===== src/rtl/mem_arbiter.sv =====
// Shares one fixed-latency memory between fetch and data stages; data wins ties; ready pulses MEM_LAT+1 cycles after acceptance.
// No backpressure beyond stalls: a requester is stalled while its request is pending, and one transaction runs at a time.
module mem_arbiter #(
  parameter int unsigned MEM_LAT = 2
) (
  input  logic        clk,
  input  logic        reset,
  input  logic        if_req,
  input  logic [31:0] if_addr,
  output logic [31:0] if_rdata,
  output logic        if_ready,
  input  logic        dm_req,
  input  logic        dm_we,
  input  logic [31:0] dm_addr,
  input  logic [31:0] dm_wdata,
  output logic [31:0] dm_rdata,
  output logic        dm_ready,
  output logic        mem_en,
  output logic        mem_we,
  output logic [31:0] mem_addr,
  output logic [31:0] mem_wdata,
  input  logic [31:0] mem_rdata,
  output logic        stall_if,
  output logic        stall_mem
);

  typedef enum logic [2:0] {IDLE, BUSY_I, BUSY_D, RESP_I, RESP_D} state_t;

  localparam logic [3:0] LAST_CNT = 4'(MEM_LAT - 1);

  state_t      state_q, state_d;
  logic [3:0]  cnt_q, cnt_d;
  logic [31:0] addr_q, addr_d;
  logic        we_q, we_d;
  logic [31:0] wdata_q, wdata_d;
  logic [31:0] if_rdata_q, if_rdata_d;
  logic [31:0] dm_rdata_q, dm_rdata_d;

  always_ff @(posedge clk or posedge reset) begin
    if (reset) begin
      state_q    <= IDLE;
      cnt_q      <= 4'd0;
      addr_q     <= 32'd0;
      we_q       <= 1'b0;
      wdata_q    <= 32'd0;
      if_rdata_q <= 32'd0;
      dm_rdata_q <= 32'd0;
    end else begin
      state_q    <= state_d;
      cnt_q      <= cnt_d;
      addr_q     <= addr_d;
      we_q       <= we_d;
      wdata_q    <= wdata_d;
      if_rdata_q <= if_rdata_d;
      dm_rdata_q <= dm_rdata_d;
    end
  end

  always_comb begin
    state_d    = state_q;
    cnt_d      = cnt_q;
    addr_d     = addr_q;
    we_d       = we_q;
    wdata_d    = wdata_q;
    if_rdata_d = if_rdata_q;
    dm_rdata_d = dm_rdata_q;
    case (state_q)
      IDLE: begin
        // The memory-stage instruction is older, so it goes first.
        if (dm_req) begin
          addr_d  = dm_addr;
          we_d    = dm_we;
          wdata_d = dm_wdata;
          cnt_d   = 4'd0;
          state_d = BUSY_D;
        end else if (if_req) begin
          addr_d  = if_addr;
          we_d    = 1'b0;
          cnt_d   = 4'd0;
          state_d = BUSY_I;
        end
      end
      BUSY_I: begin
        cnt_d = cnt_q + 4'd1;
        if (cnt_q == LAST_CNT) begin
          if_rdata_d = mem_rdata;
          state_d    = RESP_I;
        end
      end
      BUSY_D: begin
        cnt_d = cnt_q + 4'd1;
        if (cnt_q == LAST_CNT) begin
          if (!we_q) begin
            dm_rdata_d = mem_rdata;
          end
          state_d = RESP_D;
        end
      end
      RESP_I:  state_d = IDLE;
      RESP_D:  state_d = IDLE;
      default: state_d = IDLE;
    endcase
  end

  // Decoded from the state register so an asynchronous reset drops them at once.
  assign mem_en    = (state_q == BUSY_I) || (state_q == BUSY_D);
  assign mem_we    = (state_q == BUSY_D) && we_q;
  assign mem_addr  = addr_q;
  assign mem_wdata = wdata_q;
  assign if_ready  = (state_q == RESP_I);
  assign dm_ready  = (state_q == RESP_D);
  assign if_rdata  = if_rdata_q;
  assign dm_rdata  = dm_rdata_q;
  assign stall_if  = if_req & ~if_ready;
  assign stall_mem = dm_req & ~dm_ready;

endmodule


===== config.mk =====
export PLATFORM = sky130hd
export DESIGN_NAME = mem_arbiter
export DESIGN_NICKNAME = d
export VERILOG_FILES = /design/src/rtl/mem_arbiter.sv
export SDC_FILE = /design/constraint.sdc
export NUM_CORES = 1
export LEC_CHECK = 0
export ABC_AREA = 1
export BUFFER_PORTS_ARGS = -buffer_cell sky130_fd_sc_hd__buf_2
export CORE_MARGIN = 5
export CORE_UTILIZATION = 47
export DETAILED_ROUTE_END_ITERATION = 16
export PLACE_DENSITY_LB_ADDON = 0.05
export SYNTH_ARGS = -nofsm -noshare
export SYNTH_HDL_FRONTEND = slang
export SYNTH_SLANG_ARGS = --single-unit

===== constraint.sdc =====
create_clock -name clk -period 4.7 [get_ports clk]
set_clock_uncertainty 0.05 [all_clocks]
set_input_delay 0 -clock clk [delete_from_list [all_inputs] [get_ports clk]]
set_output_delay 0 -clock clk [all_outputs]
set_load 0.02 [all_outputs]

Word level (Yosys, flattened, before mapping). Index checks and enable logic that the tools add are counted.

Bits in registers: 136. Input bits: 133. Output and inout port bits: 134. Logic and storage cells: 45.

Add/sub/neg operators: 1. Equal/unequal tests: 8. Mux-type cells: 12. Bitwise logic cells: 5. Reduce and logical (&&, ||, !) cells: 12.

Operator list (number): $mux W32 (2); $mux W3 (4); $pmux W3 S3 (1); $mux W4 (2); $pmux W4 S2 (1); $reduce_and A2 Y1 (4); $eq A3 B2 Y1 const B (2); $reduce_and A3 Y1 (2); $add A4 B1 Y4 const B (1); $eq A4 B1 Y1 const B (1); $ne A2 B2 Y1 const B (2); $reduce_bool A2 Y1 (2); $eq A3 B1 Y1 const B (1); $eq A3 B3 Y1 const B (1); $logic_not A3 Y1 (1); $ne A3 B3 Y1 const B (1); $not A1 Y1 (3); $and A1 B1 Y1 (2); $mux W1 (2); $reduce_or A2 Y1 (1); $logic_and A1 B1 Y1 (1); $logic_or A1 B1 Y1 (1).

Longest topological paths before layout.
Depth in word-level cells: 4. Depth in mapped cells: 8. Gate-level depth less buffers: 7.

Worst setup path after synthesis. OpenSTA, ideal clock, no wires.

Path type: reg2reg. Start point: reg cnt_q[1]. End point: reg if_rdata_q[0], in the netlist if_rdata[0]. Setup time: 0.117 ns. Arrival: 1.232 ns. Data required time: 4.533 ns. Path slack: 3.301 ns. Cell stages (with the launch flop): 9. Buffers on the path: 1. Clock period less this slack: 1.399 ns. Cell sequence: dfrtp_1 inv_1 ha_1 nand3_1 inv_2 nand2_2 buf_6 nand2_1 nand2_1.

Longest elaborated chain between the ends: 2.

RTL lines: start: declaration (line 32) `logic [3:0] cnt_q, cnt_d;`; start signal: assignment (line 50) `cnt_q <= cnt_d;`; $eq A4 B1 Y1 (line 85) `if (cnt_q == LAST_CNT) begin`; $reduce_and A2 Y1 (no line); end signal: assignment (line 54) `if_rdata_q <= if_rdata_d;`; end: declaration (line 36) `logic [31:0] if_rdata_q, if_rdata_d;`.

Every way passes these cells. A chain may end at the register's enable or synchronous reset.

Worst setup path in the final report.
Start point: reg state_q[1]. End point: reg wdata_q[1], in the netlist mem_wdata[1].

Longest elaborated chain between the ends: 2.

RTL lines: start: declaration (line 31) `state_t state_q, state_d;`; start signal: assignment (line 49) `state_q <= state_d;`; $logic_not A3 Y1 (line 67) `case (state_q)`; $reduce_and A2 Y1 (no line); end signal: assignment (line 53) `wdata_q <= wdata_d;`; end: declaration (line 35) `logic [31:0] wdata_q, wdata_d;`.

Every way passes these cells.

==> results.cfg <==
[yosys]
synth_most_common_cell = nand2_1
synth.distinct_cells = 21
synth-async-reset-ratio_pct = 100
syn_area_per_cell_sq_um = 8.19
synth_ff_type = dfrtp_1
synth_top_area_share_pct = 58.1
ys_seq_area_share_pct = 58.1
synthTopCellsByCount = nand2_1, dfrtp_1, nand3_1
synth_edf_count = 0
syn-num-nets = 850
syn_area_sq_um = 5860
synth-warning-count = 0
synth_area_leaders = dfrtp_1, nand2_1, nand3_1, buf_2, nand2_2
synth_area_leader_cell = dfrtp_1
synth_seq_cells = 136
postSynthCellCount = 715

[route]
first_iter_violations = 463
routedWlPerCell_um = 14.6
drcViolationCount = 0
via_count = 6108
first_pass_iters = 5
antenna_left = 0
vias_per_cell = 4.77
routed_wl_um = 18600

[hold_path]
hp-class = input pin to asynchronous set/reset pin

[pwr]
powerDensity_nw_per_um2 = 674
p_leak_nw = 5.20
vdd_drop_max_mv = 0.388
total_power_w = 0.00613

[finish]
nets = 1233
multi_input_area_sq_um = 2170
stdcell_count = 1280
fillers = 903
final_cell_area_sq_um = 9090
syn2layout_area_growth_pct = 55.3
drive_above_1_share_pct = 29.3
seq_area_sq_um = 3400

[critical_path]
worstSetupPathType = register to register
r2r-start = state_q[1]
crit_path_start = state_q[1]
end_kind = register
cp_max_fo = 34
arrival_ns = 2.59
worstSetupStartpointType = register
critical_path_required_ns = 5.00

[grt]
antenna_found_initial = 0
grt_max_degree = 82
overflow = 0
grt_pass1_wl_um = 29500
grtUsageTotal_pct = 25.2
grt_pass1_vias = 6252

[die]
ios = 267
core.rowCount = 40
core-area_sq_um = 12100
initial_utilization_pct = 48.3
die_x_um = 122
die_area_sq_um = 14800
die_h_um = 122

[timing]
slew_headroom_pct = 50.5
setup_viol = 0
setup_ws_ns = 2.41
fin_tns_setup_ns = 0
timing.final.crit_period_ns = 2.29
tightest_slew_ns = 0.740
slew_violations = 0
fmax_ghz = 0.437
hold_viol = 0
rsz0062_at_grt = no
min_period_over_period_pct = 48.7

[clock_network]
cts_inserted_buffers = 17
cts.sinks = 136
path_clk_slew_ns = 0.06
clockBufferDepth = 2
cts_tree = yes
cts_htree_levels = 4
clkLatencyLatePin_ns = 0.41
root_buffer = clkbuf_16

[placement]
port_buffers = 266
place_hpwl_um = 11600
place_area_sq_um = 7190
routabilityCongestion = 0.818
place_ws_ns = 2.36
place_inst = 1116

[status]
outcome = finished clean

[flow_run]
max-cap-violations = 0
==> cell type report <==
class	count	share of cell area, %
multi-input cells	529	23.8
clock buffers	25	5.56
clock inverters	7	0.991
flip-flops and latches	136	37.4
well taps	168	2.31
repair buffers	398	29.1
inverters	16	0.715
diodes	1	0.0275
==> sequential cells by signal, summed over array words and instances, names as in the netlist <==
signal     cells
cnt_q          4
dm_rdata      32
if_rdata      32
mem_addr      32
mem_wdata     32
state_q        3
we_q           1
==> path summary, 6_finish.rpt <==
check | depth (start not counted) | endpoint | slack (ns)
min in group clk | 4 | mem_wdata[26] | 0.27
hold / removal | 3 | mem_wdata[3] | 0.20
hold reg to reg | 2 | if_rdata[21] | 0.41
max in group asynchronous | 4 | mem_wdata[30] | 3.17
setup reg to reg | 5 | mem_wdata[1] | 2.41
setup / recovery | 5 | mem_wdata[1] | 2.41
==> power breakdown <==
group	switching, W	internal, W
clock	0.000472	0.000849
combinational	0.00183	0.000870
sequential	0.000353	0.00175
total	0.00266	0.00347
==> cells by family (layout without fill, tap and decap cells) <==
family | after synthesis | count (layout) | synth area share [%]
buf+inv | 50 | 446 | 4.85
flops | 136 | 136 | 58.1
fa+ha+maj | 2 | 2 | 0.427
simple gates | 523 | 523 | 36.1
compound gates | 2 | 2 | 0.171
other cells | 0 | 1 | 0
xor+xnor | 2 | 2 | 0.299
==> layer usage <==
layer,wire length (um),GRT usage [%],vias to the layer above
li1,-,-,2947
met1,7170,29.7,2849
met2,9360,42.4,257
met3,1430,6.96,55
met4,674,12.3,0
met5,0,0,-
==> through the flow <==
stage | hold slack, ns | utilization (%)
after global placement | 0.118 | 59.3
final | 0.204 | 75.1
after global routing | 0.265 | 75.1
after CTS | 0.229 | 75.1
after detailed placement | 0.128 | 59.3
after floorplan | 0.0596 | -
==> layout by cell type (no fill, tap or decap) <==
cell,count
nor2_4,3
nand3_1,40
buf_4,1
bufinv_16,2
clkinv_2,3
nor2_1,4
clkbuf_1,3
nand2_1,455
dlygate4sd3_1,131
diode_2,1
nor2_2,1
o21ai_0,2
ha_1,2
buf_2,266
inv_2,7
clkbuf_16,17
nand2_4,2
xor2_1,2
clkbuf_8,5
nand3_2,2
inv_6,1
nand3_4,1
nand4_1,2
nor3_1,1
clkinvlp_4,2
nand2_2,12
dfrtp_1,136
inv_1,8
==> critical path: stages (launching register included) <==
cell	delay, ns
dfrtp_1	0.47
nor2_4	0.19
nand3_2	0.56
inv_2	0.67
nand2_1	0.15
nand2_1	0.11
==> what timing repair did <==
action	in CTS	in global routing
setup buffers	0	0
hold buffers	131	0
hold endpoints to repair	210	0
gates resized for setup	0	0
Power figures use the tool's default switching activity.
